[config.mk]
export PLATFORM = sky130hd
export DESIGN_NAME = sr_ff_bank
export DESIGN_NICKNAME = d
export VERILOG_FILES = /design/src/rtl/sr_ff_pkg.sv /design/src/rtl/sr_ff_cell.sv /design/src/rtl/sr_ff_bank.sv
export SDC_FILE = /design/constraint.sdc
export NUM_CORES = 1
export LEC_CHECK = 0
export CORE_UTILIZATION = 45
export DETAILED_ROUTE_END_ITERATION = 8
export PLACE_DENSITY = 0.81
export SYNTH_ARGS = -nofsm -noshare
export SYNTH_HDL_FRONTEND = slang
export SYNTH_HIERARCHICAL = 1
export SYNTH_SLANG_ARGS = --single-unit
[constraint.sdc]
create_clock -name clk -period 13.04 [get_ports clk]
set_input_delay 2.608 -clock clk [delete_from_list [all_inputs] [get_ports clk]]
set_output_delay 2.608 -clock clk [all_outputs]
set_load 0.01 [all_outputs]
[src/rtl/sr_ff_pkg.sv]
// Shared definitions for the sr_ff_bank set/reset flip-flop bank:
// forbidden-input resolution modes, per-channel next-state and popcount helpers.
package sr_ff_pkg;

    typedef enum logic [1:0] {
        MODE_RST_DOM = 2'd0,
        MODE_SET_DOM = 2'd1,
        MODE_HOLD    = 2'd2,
        MODE_TOGGLE  = 2'd3
    } sr_mode_e;

    localparam int MAX_N = 32;
    localparam int PC_MAX_W = 6;

    // Unknown mode values resolve like reset-dominant.
    function automatic logic sr_next(input int mode, input logic q, input logic s, input logic r);
        logic nq;
        nq = q;
        case ({s, r})
            2'b10: nq = 1'b1;
            2'b01: nq = 1'b0;
            2'b11: begin
                if (mode == int'(MODE_SET_DOM)) begin
                    nq = 1'b1;
                end else if (mode == int'(MODE_HOLD)) begin
                    nq = q;
                end else if (mode == int'(MODE_TOGGLE)) begin
                    nq = ~q;
                end else begin
                    nq = 1'b0;
                end
            end
            default: nq = q;
        endcase
        return nq;
    endfunction

    function automatic logic [PC_MAX_W-1:0] popcount32(input logic [MAX_N-1:0] v);
        logic [PC_MAX_W-1:0] cnt;
        cnt = '0;
        for (int i = 0; i < MAX_N; i++) begin
            cnt = cnt + PC_MAX_W'(v[i]);
        end
        return cnt;
    endfunction

endpackage

[src/rtl/sr_ff_cell.sv]
// One channel of sr_ff_bank: registered q/qb with selectable S=R=1 resolution
// and a sticky illegal-input flag.
module sr_ff_cell
    import sr_ff_pkg::*;
#(
    parameter int MODE = 0
) (
    input  logic clk,
    input  logic rst,
    input  logic en,
    input  logic s,
    input  logic r,
    input  logic clr_illegal,
    output logic q,
    output logic qb,
    output logic illegal
);

    logic q_d, q_q;
    logic qb_d, qb_q;
    logic illegal_d, illegal_q;
    logic both;

    always_comb begin
        both = en & s & r;
        q_d  = q_q;
        if (en) begin
            q_d = sr_next(MODE, q_q, s, r);
        end
        qb_d = ~q_d;
        // A clear still captures an event arriving in the same cycle.
        if (clr_illegal) begin
            illegal_d = both;
        end else begin
            illegal_d = illegal_q | both;
        end
    end

    always_ff @(posedge clk) begin
        if (rst) begin
            q_q       <= 1'b0;
            qb_q      <= 1'b1;
            illegal_q <= 1'b0;
        end else begin
            q_q       <= q_d;
            qb_q      <= qb_d;
            illegal_q <= illegal_d;
        end
    end

    assign q       = q_q;
    assign qb      = qb_q;
    assign illegal = illegal_q;

endmodule

[src/rtl/sr_ff_bank.sv]
// Bank of N synchronous set/reset flip-flops with sticky illegal flags and a
// saturating illegal-event counter. Define SR_FF_BANK_SYNC_IN_EN to add 2-flop
// input synchronisers on s, r and en.
module sr_ff_bank
    import sr_ff_pkg::*;
#(
    parameter int N     = 8,
    parameter int MODE  = 0,
    parameter int CNT_W = 8
) (
    input  logic             clk,
    input  logic             rst,
    input  logic             en,
    input  logic [N-1:0]     s,
    input  logic [N-1:0]     r,
    input  logic             clr_illegal,
    output logic [N-1:0]     q,
    output logic [N-1:0]     qb,
    output logic [N-1:0]     illegal,
    output logic [CNT_W-1:0] illegal_cnt
);

    localparam int PC_W  = $clog2(N + 1);
    localparam int SUM_W = ((CNT_W > PC_W) ? CNT_W : PC_W) + 1;
    localparam logic [CNT_W-1:0] CNT_MAX = '1;

    logic         core_en;
    logic [N-1:0] core_s;
    logic [N-1:0] core_r;

`ifdef SR_FF_BANK_SYNC_IN_EN
    logic         en_p0_d, en_p0_q, en_p1_d, en_p1_q;
    logic [N-1:0] s_p0_d, s_p0_q, s_p1_d, s_p1_q;
    logic [N-1:0] r_p0_d, r_p0_q, r_p1_d, r_p1_q;

    always_comb begin
        en_p0_d = en;
        s_p0_d  = s;
        r_p0_d  = r;
        en_p1_d = en_p0_q;
        s_p1_d  = s_p0_q;
        r_p1_d  = r_p0_q;
    end

    // Synchroniser stages p0 -> p1; reset flushes anything in flight.
    always_ff @(posedge clk) begin
        if (rst) begin
            en_p0_q <= 1'b0;
            s_p0_q  <= '0;
            r_p0_q  <= '0;
            en_p1_q <= 1'b0;
            s_p1_q  <= '0;
            r_p1_q  <= '0;
        end else begin
            en_p0_q <= en_p0_d;
            s_p0_q  <= s_p0_d;
            r_p0_q  <= r_p0_d;
            en_p1_q <= en_p1_d;
            s_p1_q  <= s_p1_d;
            r_p1_q  <= r_p1_d;
        end
    end

    assign core_en = en_p1_q;
    assign core_s  = s_p1_q;
    assign core_r  = r_p1_q;
`else
    assign core_en = en;
    assign core_s  = s;
    assign core_r  = r;
`endif

    for (genvar i = 0; i < N; i++) begin : g_cell
        sr_ff_cell #(
            .MODE(MODE)
        ) u_cell (
            .clk         (clk),
            .rst         (rst),
            .en          (core_en),
            .s           (core_s[i]),
            .r           (core_r[i]),
            .clr_illegal (clr_illegal),
            .q           (q[i]),
            .qb          (qb[i]),
            .illegal     (illegal[i])
        );
    end

    function automatic logic [CNT_W-1:0] sat_add(input logic [CNT_W-1:0] a, input logic [PC_W-1:0] b);
        logic [SUM_W-1:0] sum;
        sum = SUM_W'(a) + SUM_W'(b);
        if (sum > SUM_W'(CNT_MAX)) begin
            return CNT_MAX;
        end
        return CNT_W'(sum);
    endfunction

    logic [PC_W-1:0]  events;
    logic [CNT_W-1:0] cnt_d, cnt_q;

    always_comb begin
        events = '0;
        if (core_en) begin
            events = PC_W'(popcount32(MAX_N'(core_s & core_r)));
        end
        if (clr_illegal) begin
            cnt_d = sat_add('0, events);
        end else begin
            cnt_d = sat_add(cnt_q, events);
        end
    end

    always_ff @(posedge clk) begin
        if (rst) begin
            cnt_q <= '0;
        end else begin
            cnt_q <= cnt_d;
        end
    end

    assign illegal_cnt = cnt_q;

endmodule

==> run metrics <==
status complete, no violations; Final Cycle Share 0.532; Netlist cell types 31; pwr/cell area 103 mW/mm^2; initial antenna violation count 0; EDFF count, synth 0; # diodes 0; startpoint types primary input; RSZ-0062 raised after global routing false; cts hold-fix bufs 0; Clock Skew 10.3 ps; final instance area 0.00210 sq mm; Vias/cell 5.23; GRT Util Overall 0.210; setup bufs post-CTS 0; CTS tree yes; Die Y 59.1 um; Slew @ Worst Pin 1090 ps; Post-synth top flop dfxtp_1; maximum clock path buffer count 2; synthesized area per cell 9.73 sq um; Clock Pin Slew Worst Setup and Hold Paths 100 ps; # nets final 242; total routed wirelength 3.43 mm; drt first pass iters 4; CTS buffer count 5; CTS root buf clkbuf_4; largest area contributor in the netlist dfxtp_1; first-pass GRT wire length 5.46 mm; final slew viol count 0; Row Count 20; most frequent cells after synthesis dfxtp_1 (32), a21oi_1 (18), nand3_1 (10); maximum clock frequency 0.144 GHz; asr flop ratio synth 0; layout cells sized above 1 0.0474; vias in the first global route 1247; Num Clock Sinks 32; Post-DP HPWL 2.49 mm; final setup TNS 0 ps; CP required 13190 ps; HP Class reg2reg; GRT overflow 0; Post-DP Area 0.00204 sq mm; top cell type's share of synthesized area 0.436; post_cts resized 0; crit path time final 6940 ps; critical-path maximum fanout 4; wire per inst 13.5 um; number of port buffers 51; max cap viols 0; Routed Antenna Nets 0; crit end category flip-flop; Initial Util 0.477; worst-skew pair later-pin latency 330 ps; ranking of synthesized cells by area dfxtp_1 (44%), fa_1 (6.8%), a21oi_1 (6.1%); Final setup viols 0; synth warn 6; Hold Slack 476 ps; Syn Inst Count 151; Net Count, Synth 183; post-synthesis sequential area ratio 0.436; full die area 0.00350 sq mm; via count 1334; Final GP Congestion 0.833; die width 59.1 um; Synth Cell Area 0.00147 sq mm; Ports 52; CTS HTree Levels 2; largest net degree at the start of global routing 37; Layout area overhead 43.0%; Peak supply drop 0.0728 mV; core footprint 0.00308 sq mm; drt first-iter violations 45; Crit path arrival time 7090 ps; Fillers 264; final hold violations 0; Lkg Pwr 0.840 nW; drt drc 0; top-count cell post-synth dfxtp_1; Setup Crit Path Kind in2reg; Yosys reg bits 32; Slew HR 0.269
[per-layer routing]
layer	wire, um	share of wire	global-route usage
met1	1530	0.45	0.247
met3	165	0.048	0.0502
met5	0	0	0
met4	49	0.014	0.0782
met2	1690	0.49	0.369
[path summary, 6_finish.rpt]
kind | endpoint | slack (ps) | cells past startpoint | from
max | illegal_cnt[2]$_SDFF_PP0_ | 6100 | 16 | s[0]
min reg2reg | g_cell[3].u_cell/illegal$_SDFF_PP0_ | 480 | 2 | g_cell[3].u_cell/illegal$_SDFF_PP0_
max reg2reg | illegal_cnt[2]$_SDFF_PP0_ | 10980 | 6 | illegal_cnt[0]$_SDFF_PP0_
min | g_cell[3].u_cell/illegal$_SDFF_PP0_ | 480 | 2 | g_cell[3].u_cell/illegal$_SDFF_PP0_
[where the power goes]
group / leakage [nW] / switching [mW] / internal (mW) / total, mW
Sequential: 0.262 / 0.00267 / 0.103 / 0.106
Combinational: 0.545 / 0.0253 / 0.0263 / 0.0515
Clock: 0.0326 / 0.0317 / 0.0266 / 0.0583
Total: 0.840 / 0.0597 / 0.156 / 0.215
[critical path, cell delays in order]
cell and delay [ps]:
clkdlybuf4s50_1 450, and2_1 200, fa_1 530, inv_1 50, fa_1 500, fa_1 540
inv_1 40, ha_1 210, fa_1 430, nand2_1 100, inv_1 70, fa_1 440
a211oi_2 300, nor3_2 90, a31oi_1 360, a221oi_1 170
[per-stage QoR]
step / setup slack (ps) / utilization / power, mW / std cells
2_1_floorplan: 6570 / - / 0.133 / 151
4_1_cts: 6080 / 0.683 / 0.217 / 255
5_1_grt: 5930 / 0.683 / 0.228 / 255
3_3_place_gp: 5900 / 0.663 / 0.157 / 247
3_5_place_dp: 5740 / 0.663 / 0.159 / 247
6_report: 6100 / 0.683 / 0.215 / 255
[area by class of cell]
class / instances / area, sq um / share of cell area
flip-flops and latches: 32 / 641 / 0.305
repair buffers: 52 / 518 / 0.247
multi-input cells: 110 / 795 / 0.378
well taps: 44 / 55.1 / 0.0262
clock buffers: 8 / 58.8 / 0.0280
inverters: 9 / 33.8 / 0.0161
[cells in the final DEF, fill, tap and decap left out, drive strengths merged]
cell | synthesis | layout
buf | 0 | 1
nand2b | 8 | 8
and2 | 4 | 4
nor2 | 7 | 7
a221oi | 3 | 3
nand3 | 10 | 10
nor3 | 3 | 3
nand2 | 10 | 10
o21a | 1 | 1
a21oi | 18 | 18
xnor2 | 1 | 1
a31oi | 1 | 1
xor2 | 2 | 2
a211o | 9 | 9
a22o | 1 | 1
clkdlybuf4s50 | 0 | 51
a21o | 1 | 1
a41oi | 1 | 1
dfxtp | 32 | 32
nor2b | 1 | 1
nor4 | 1 | 1
inv | 9 | 9
and3b | 1 | 1
nand4 | 1 | 1
fa | 5 | 5
o21ai | 2 | 2
o31ai | 1 | 1
clkbuf | 0 | 8
ha | 7 | 7
a211oi | 10 | 10
o211a | 1 | 1
[logic make-up after synthesis]
kind of cell / Yosys count / share of synthesized area
DFF: 32 / 0.436
xor gates and xnor gates: 3 / 0.0179
AOI/OAI and AO/OA: 49 / 0.233
and+or+nand+nor: 46 / 0.163
adders and majority gates: 12 / 0.128
buffers and inverters: 9 / 0.0230
No activity file was read; power rests on OpenSTA's default activity.
